==> src/rtl/vc_input_port.sv <==
// Router input port: steers link flits into NUM_VC independent FIFOs and
// requests the PE or ring output based on each head flit's hop field.
module vc_input_port #(
  parameter int DATA_WIDTH = 64,
  parameter int NUM_VC     = 2,
  parameter int VC_W       = 1,
  parameter int DEPTH      = 4,
  parameter int HOP_LSB    = 48,
  parameter int HOP_W      = 8,
  parameter int DEC_HOP    = 1
) (
  input  logic                                    clk,
  input  logic                                    rst,
  input  logic                                    si,
  output logic                                    ri,
  input  logic [DATA_WIDTH-1:0]                   di,
  input  logic [VC_W-1:0]                         vc_sel,
  output logic [NUM_VC-1:0]                       req_cw,
  output logic [NUM_VC-1:0]                       req_pe,
  input  logic [NUM_VC-1:0]                       gnt_cw,
  input  logic [NUM_VC-1:0]                       gnt_pe,
  output logic [NUM_VC*DATA_WIDTH-1:0]            data_out,
  output logic [NUM_VC*($clog2(DEPTH)+1)-1:0]     occupancy,
  output logic                                    ovf_err
);

  localparam int PTR_W = $clog2(DEPTH);
  localparam int CNT_W = PTR_W + 1;

  logic [DATA_WIDTH-1:0] mem_q    [NUM_VC][DEPTH];
  logic [PTR_W-1:0]      wr_ptr_q [NUM_VC];
  logic [PTR_W-1:0]      wr_ptr_d [NUM_VC];
  logic [PTR_W-1:0]      rd_ptr_q [NUM_VC];
  logic [PTR_W-1:0]      rd_ptr_d [NUM_VC];
  logic [CNT_W-1:0]      cnt_q    [NUM_VC];
  logic [CNT_W-1:0]      cnt_d    [NUM_VC];
  logic                  ovf_q;
  logic                  ovf_d;

  logic [NUM_VC-1:0]     full;
  logic [NUM_VC-1:0]     empty;
  logic [NUM_VC-1:0]     push_v;
  logic [NUM_VC-1:0]     pop_v;
  logic                  push;
  logic [DATA_WIDTH-1:0] head [NUM_VC];

  // Ring-bound view of a flit: hop field minus one, everything else intact.
  function automatic logic [DATA_WIDTH-1:0] dec_hop(input logic [DATA_WIDTH-1:0] flit);
    logic [DATA_WIDTH-1:0] r;
    r = flit;
    r[HOP_LSB +: HOP_W] = flit[HOP_LSB +: HOP_W] - HOP_W'(1);
    return r;
  endfunction

  always_comb begin
    full      = '0;
    empty     = '0;
    req_cw    = '0;
    req_pe    = '0;
    data_out  = '0;
    occupancy = '0;
    for (int v = 0; v < NUM_VC; v++) begin
      head[v]  = mem_q[v][rd_ptr_q[v]];
      full[v]  = (cnt_q[v] == CNT_W'(DEPTH));
      empty[v] = (cnt_q[v] == '0);
      req_pe[v] = !empty[v] && (head[v][HOP_LSB +: HOP_W] == '0);
      req_cw[v] = !empty[v] && (head[v][HOP_LSB +: HOP_W] != '0);
      if (empty[v]) begin
        data_out[v*DATA_WIDTH +: DATA_WIDTH] = '0;
      end else if (req_cw[v] && (DEC_HOP != 0)) begin
        data_out[v*DATA_WIDTH +: DATA_WIDTH] = dec_hop(head[v]);
      end else begin
        data_out[v*DATA_WIDTH +: DATA_WIDTH] = head[v];
      end
      occupancy[v*CNT_W +: CNT_W] = cnt_q[v];
    end
  end

  // A full VC refuses input even if it pops in the same cycle.
  assign ri      = !full[vc_sel];
  assign push    = si && ri;
  assign ovf_err = ovf_q;

  always_comb begin
    ovf_d  = ovf_q || (si && !ri);
    push_v = '0;
    pop_v  = '0;
    for (int v = 0; v < NUM_VC; v++) begin
      push_v[v]   = push && (vc_sel == VC_W'(v));
      pop_v[v]    = (gnt_cw[v] && req_cw[v]) || (gnt_pe[v] && req_pe[v]);
      wr_ptr_d[v] = push_v[v] ? wr_ptr_q[v] + PTR_W'(1) : wr_ptr_q[v];
      rd_ptr_d[v] = pop_v[v]  ? rd_ptr_q[v] + PTR_W'(1) : rd_ptr_q[v];
      cnt_d[v]    = cnt_q[v] + CNT_W'(push_v[v]) - CNT_W'(pop_v[v]);
    end
  end

  always_ff @(posedge clk) begin
    if (!rst) begin
      ovf_q <= 1'b0;
      for (int v = 0; v < NUM_VC; v++) begin
        wr_ptr_q[v] <= '0;
        rd_ptr_q[v] <= '0;
        cnt_q[v]    <= '0;
      end
    end else begin
      ovf_q <= ovf_d;
      for (int v = 0; v < NUM_VC; v++) begin
        wr_ptr_q[v] <= wr_ptr_d[v];
        rd_ptr_q[v] <= rd_ptr_d[v];
        cnt_q[v]    <= cnt_d[v];
      end
    end
  end

  // Storage needs no reset: counts gate every read of it.
  always_ff @(posedge clk) begin
    for (int v = 0; v < NUM_VC; v++) begin
      if (push_v[v]) mem_q[v][wr_ptr_q[v]] <= di;
    end
  end

endmodule

==> config.mk <==
export PLATFORM = sky130hd
export DESIGN_NAME = vc_input_port
export DESIGN_NICKNAME = d
export VERILOG_FILES = /design/src/rtl/vc_input_port.sv
export SDC_FILE = /design/constraint.sdc
export NUM_CORES = 1
export LEC_CHECK = 0
export ABC_CLOCK_PERIOD_IN_PS = 4000
export CAP_MARGIN = 20
export CORE_ASPECT_RATIO = 1.75
export CORE_MARGIN = 2
export CORE_UTILIZATION = 51
export DETAILED_ROUTE_END_ITERATION = 12
export GPL_TIMING_DRIVEN = 0
export PLACE_DENSITY = 0.76
export RECOVER_POWER = 25
export SETUP_SLACK_MARGIN = 0.15
export SLEW_MARGIN = 20
export SYNTH_ARGS = -nofsm -noshare
export SYNTH_HDL_FRONTEND = slang
export SYNTH_SLANG_ARGS = --single-unit
==> constraint.sdc <==
create_clock -name clk -period 4 [get_ports clk]
set_clock_uncertainty 0.2 [all_clocks]
set_input_delay 0.4 -clock clk [delete_from_list [all_inputs] [get_ports clk]]
set_output_delay 0.4 -clock clk [all_outputs]
set_load 0.01 [all_outputs]
# --- Word level (Yosys, flattened, before mapping) ---
# Memory sizes are Yosys's and may differ from the RTL's.
# Index checks and enable logic that the tools add are counted.
classes:
  n_addsub: 10
  order_cmp: 7
  n_eq_ne: 2
  mux: 35
  bitwise: 11
  reduce_logical: 27
op_table:
  columns: ["operator", "n"]
  rows:
  - ["256-bit 2-to-1 mux", 4]
  - ["64-bit 2-to-1 mux", 8]
  - ["64-bit binary-select mux with 2-bit select", 2]
  - ["64-bit demux with 2-bit select", 2]
  - ["256-bit OR reduction", 1]
  - ["56-bit 2-to-1 mux", 2]
  - ["8-bit logical NOT", 2]
  - ["2-bit 2-to-1 mux", 8]
  - ["8-bit nonzero test", 2]
  - ["8-bit by 1-bit subtractor with 8-bit output, second input constant", 2]
  - ["1-bit logical AND", 14]
  - ["3-bit greater-or-equal comparator, second input constant", 4]
  - ["2-bit inverter with 3-bit output", 4]
  - ["2-bit by 1-bit adder with 2-bit output, second input constant", 4]
  - ["1-bit 2-to-1 mux", 7]
  - ["3-bit by 1-bit adder with 3-bit output", 2]
  - ["3-bit == test, second input constant", 2]
  - ["3-bit logical NOT", 2]
  - ["3-bit by 1-bit less-than comparator with 1-bit output, second input constant", 2]
  - ["3-bit 2-to-1 mux", 2]
  - ["1-bit OR", 6]
  - ["3-bit by 1-bit subtractor with 3-bit output", 2]
  - ["1-bit logical NOT", 3]
  - ["1-bit logical OR", 3]
  - ["other kinds (2)", 2]
totals:
  reg_bits: 1
  ram_bits: 526
  input_bits: 72
  output_inout_bits: 140
  elab_cells: 97
  n_memories: 4
memory_table:
  columns: ["memory", "words", "word_bits", "read_ports", "rd_clocked_by_memory_dff", "write_ports", "line", "text"]
  rows:
  - ["mem_q", 2, 256, 2, 0, 1, "30", "logic [DATA_WIDTH-1:0] mem_q [NUM_VC][DEPTH];"]
  - ["cnt_q", 2, 3, 2, 0, 2, "35", "logic [CNT_W-1:0] cnt_q [NUM_VC];"]
  - ["rd_ptr_q", 2, 2, 2, 0, 2, "33", "logic [PTR_W-1:0] rd_ptr_q [NUM_VC];"]
  - ["wr_ptr_q", 2, 2, 2, 0, 2, "31", "logic [PTR_W-1:0] wr_ptr_q [NUM_VC];"]

# --- Longest topological paths before layout ---
logic_depth:
  depth_word: 10
  mapped_depth: 17
  depth_no_buf: 15

# --- Least setup slack after synthesis ---
# No wires, ideal clock.
synth_timing:
  path_kind: "register to register"
  startpoint: "mem rd_ptr_q[0][0] (netlist bit)"
  endpoint: "mem cnt_q[0][2] (netlist bit)"
  setup_time_ns: 0.115
  arrival_time_ns: 3.412
  required_ns: 3.685
  slack_ns: 0.273
  path_stages_with_launch: 16
  n_path_buf: 2
  synth_period_minus_slack_ns: 3.727
  path_cell_list: "dfxtp_1 -> buf_2 -> buf_6 -> mux4_2 -> inv_1 -> ha_1 -> nand2_1 -> o22ai_1 -> nand3_2 -> mux2i_1 -> ha_1 -> inv_1 -> ha_1 -> fa_1 -> xnor2_1 -> and2_1"
synth_rtl:
  columns: ["item", "line"]
  rows:
  - ["start, declared", "33"]
  - ["end, declared", "35"]

==> results.sh <==
export IMPL_run_status="finished, final reports clean"
export IMPL_ff2ff_setup_slack_ns=0.35
export IMPL_layout_drive_gt1_share_pct=20.9
export IMPL_synth_top_family_by_area="multiplexers"
export IMPL_avgSynthCellArea_sq_um=21.0
export IMPL_clock_power_share_pct=26.3
export IMPL_min_from="rst"
export IMPL_required_ns=3.40
export IMPL_seq_power_share_pct=40.8
export IMPL_core_area_sq_um=39900
export IMPL_grt_use_total_pct=21.3
export IMPL_synth_async_reset_ratio_pct=0
export IMPL_vias=10200
export IMPL_wl_per_cell_um=24.6
export IMPL_netSwitchingPower_mw=4.50
export IMPL_syn_nets=1070
export IMPL_drc=0
export IMPL_setup_viol=0
export IMPL_crit_type="reg2out"
export IMPL_drt_wl_total_um=44100
export IMPL_hold_viol=0
export IMPL_synthToLayoutAreaGrowth_pct=22.1
export IMPL_synth_xor_area_share_pct=0.510
export IMPL_die_area_sq_um=42100
export IMPL_clkTransAtPathRegs_ns=0.07
export IMPL_netlist_area_leader_share_pct=74.6
export IMPL_ys_ff_latch=527
export IMPL_synth_compound_area_share_pct=0.625
export IMPL_worstPathArrival_ns=3.11
export IMPL_worst_pin_slew_ns=0.805
export IMPL_drt_antenna_violating_nets=0
export IMPL_synth_area_leaders="edfxtp_1 (75%), mux4_2 (14%), and2_1 (3.9%), dfxtp_1 (1.5%), ha_1 (0.85%)"
export IMPL_grt_pass1_vias=10800
export IMPL_cts_root_buf="clkbuf_16"
export IMPL_die_h_um=270
export IMPL_dieWidth_um=156
export IMPL_place_gp_congestion=0.737
export IMPL_grt_first_pass_wirelength_um=66000
export IMPL_fin_crit_ns=3.71
export IMPL_maxCapViolCount=0
export IMPL_p_leak_nw=8.09
export IMPL_design_area_sq_um=25200
export IMPL_rr_startpoint="rd_ptr_q[0][0]"
export IMPL_hold_path_end="rd_ptr_q[0][1]"
export IMPL_dr_first_iter_drc_count=757
export IMPL_synth_simple_area_share_pct=5.69
export IMPL_end_kind="primary output"
export IMPL_ir_drop_mv=0.577
export IMPL_numClockSinks=527
export IMPL_p_per_area_nw_per_um2=627
export IMPL_p_int_mw=11.3
export IMPL_path_max_fanout=6
export IMPL_fillCellCount=2725
export IMPL_slew_headroom_pct=46.4
export IMPL_yosysMostFrequentCell="edfxtp_1"
export IMPL_cts_tree="built"
export IMPL_num_rows=97
export IMPL_p_total_mw=15.8
export IMPL_initial_core_util_pct=51.6
export IMPL_cts_hold_buf=0
export IMPL_num_io_pins=212
export IMPL_r2r_end="cnt_q[0][2]"
export IMPL_antenna_found_initial=9
export IMPL_routed_via_density=5.66
export IMPL_reg2reg_depth=16
export IMPL_fmax_mhz=270
export IMPL_synth_fa_ha_area_share_pct=1.04
export IMPL_synth_cells=982
export IMPL_htreeDepth=2
export IMPL_swShare_pct=28.5
export IMPL_ys_warnings_count=0
export IMPL_slew_viol_final=0
export IMPL_hold_depth=3
export IMPL_holdCritPathClass="in2reg"
export IMPL_hpwl_um=27200
export IMPL_ys_types=41
export IMPL_clock_path_buffers=3
export IMPL_finalCritPeriodShare_pct=92.6
export IMPL_synth_flop_cell="edfxtp_1"
export IMPL_synth_edf_count=512
export IMPL_synth_area_leader_cell="edfxtp_1"
export IMPL_synth_mux_area_fraction_pct=14.7
export IMPL_clk_latency_ns=0.56
export IMPL_synthTopCellsByCount="edfxtp_1 (512), and2_1 (127), mux4_2 (127)"
export IMPL_grt_max_degree=39
export IMPL_synth_seq_area_share_pct=76.1
export IMPL_worstSetupStartpointType="register"
export IMPL_overflow=0
export IMPL_comb_power_share_pct=32.9
export IMPL_cts_buffers=44
export IMPL_grt_setup_unrepaired="false"
export IMPL_dr_pass1_iters=6
export IMPL_fin_nets=1347
export IMPL_io_buffer_count=210
export IMPL_placed_area_sq_um=23500
export IMPL_synth_cell_area_sq_um=20600
area by class of cell:
cell class	instances	area, sq um	area share [%]
Sequential cell	527	15700	62.3
Tap cell	495	619	2.46
Antenna cell	5	12.5	0.0497
Inverter	18	67.6	0.268
Timing Repair Buffer	231	2370	9.43
Clock buffer	51	1160	4.60
Clock inverter	29	233	0.925
Buffer	47	267	1.06
Multi-Input combinational cell	390	4760	18.9
sequential cells by signal (all words and copies together) (netlist names):
register,count
cnt_q,6
mem_q,512
ovf_err,1
rd_ptr_q,4
wr_ptr_q,4
per-stage QoR:
step	TNS [ns]	util, %	setup WS, ns	cells	hold WS (ns)
global route	0	63.0	0.152	1792	0.114
CTS	0	62.8	0.0321	1784	0.0674
floorplan	0	-	0.273	982	0.299
global placement	-515.45	58.4	-1.12	1687	0.272
detailed placement	-1.86	59.0	-0.432	1695	0.277
finish	0	63.0	0.295	1793	0.0760
cell families after synthesis:
family,Yosys count
fa+ha+maj,16
xor+xnor,12
compound gates,21
flops,527
buf+inv,65
mux,144
simple gates,197
placed cells by master, fill, tap and decap left out, types with 4 or more instances in the layout:
cell,count
clkbuf_1,22
mux2i_1,13
dlygate4sd2_1,11
clkinv_1,8
buf_2,11
and2_4,8
clkdlybuf4s50_1,157
nand3_1,7
and2_1,119
inv_1,17
diode_2,5
buf_4,14
buf_12,6
nor2_1,19
buf_16,4
clkbuf_2,9
clkinv_2,11
a31oi_1,5
xnor2_1,11
or3_1,5
clkbuf_16,45
nand2_1,14
mux4_2,127
nor2b_1,4
ha_1,12
dlygate4sd3_1,39
a21oi_1,7
edfxtp_1,512
dfxtp_1,14
nand2b_1,6
what timing repair did:
action | CTS | global route
endpoints found under the hold margin | 0 | 0
buffers inserted | 9 | 4
pin swaps | 2 | 5
gates cloned | 0 | 0
setup endpoints to repair | 137 | 43
resized for setup | 44 | 19
worst max-delay path by stage:
stage | from | endpoint | slack [ns] | cells past startpoint
3_3_place_gp | vc_sel | mem_q[0][401] | -1.12 | 4
3_5_place_dp | rd_ptr_q[0][1] | cnt_q[0][2] | -0.43 | 14
2_1_floorplan | rd_ptr_q[0][0] | cnt_q[0][2] | 0.27 | 15
6_report | rd_ptr_q[0][2] | data_out[116] | 0.29 | 9
4_1_cts | rd_ptr_q[0][0] | data_out[49] | 0.03 | 10
5_1_grt | rd_ptr_q[0][0] | data_out[55] | 0.15 | 8
routing by layer:
metal  vias up  routed length, um  global-route usage, %
li1       4477                  -                      -
met1      5313              17200                   27.0
met2       270              23600                   37.3
met3        87               1910                   3.00
met4         6               1370                   7.80
met5         -                 45                      0
power by group through the flow:
stage / clock, mW / combinational [mW] / sequential, mW
final: 4.15 / 5.20 / 6.44
after global routing: 4.42 / 5.55 / 6.46
after CTS: 4.21 / 5.25 / 6.43
after detailed placement: 0 / 5.17 / 6.55
after global placement: 0 / 5.09 / 6.56
after floorplan: 0 / 2.65 / 6.55
critical path, stage by stage (launching register included):
cell and delay [ns]:
dfxtp_1 0.33, buf_6 0.14, buf_12 0.14, buf_4 0.16
mux4_2 0.58, nand2b_1 0.22, a211oi_2 0.22, xnor2_1 0.09
nor2_1 0.12, clkdlybuf4s50_1 0.56
(Power assumes the default switching activity.)
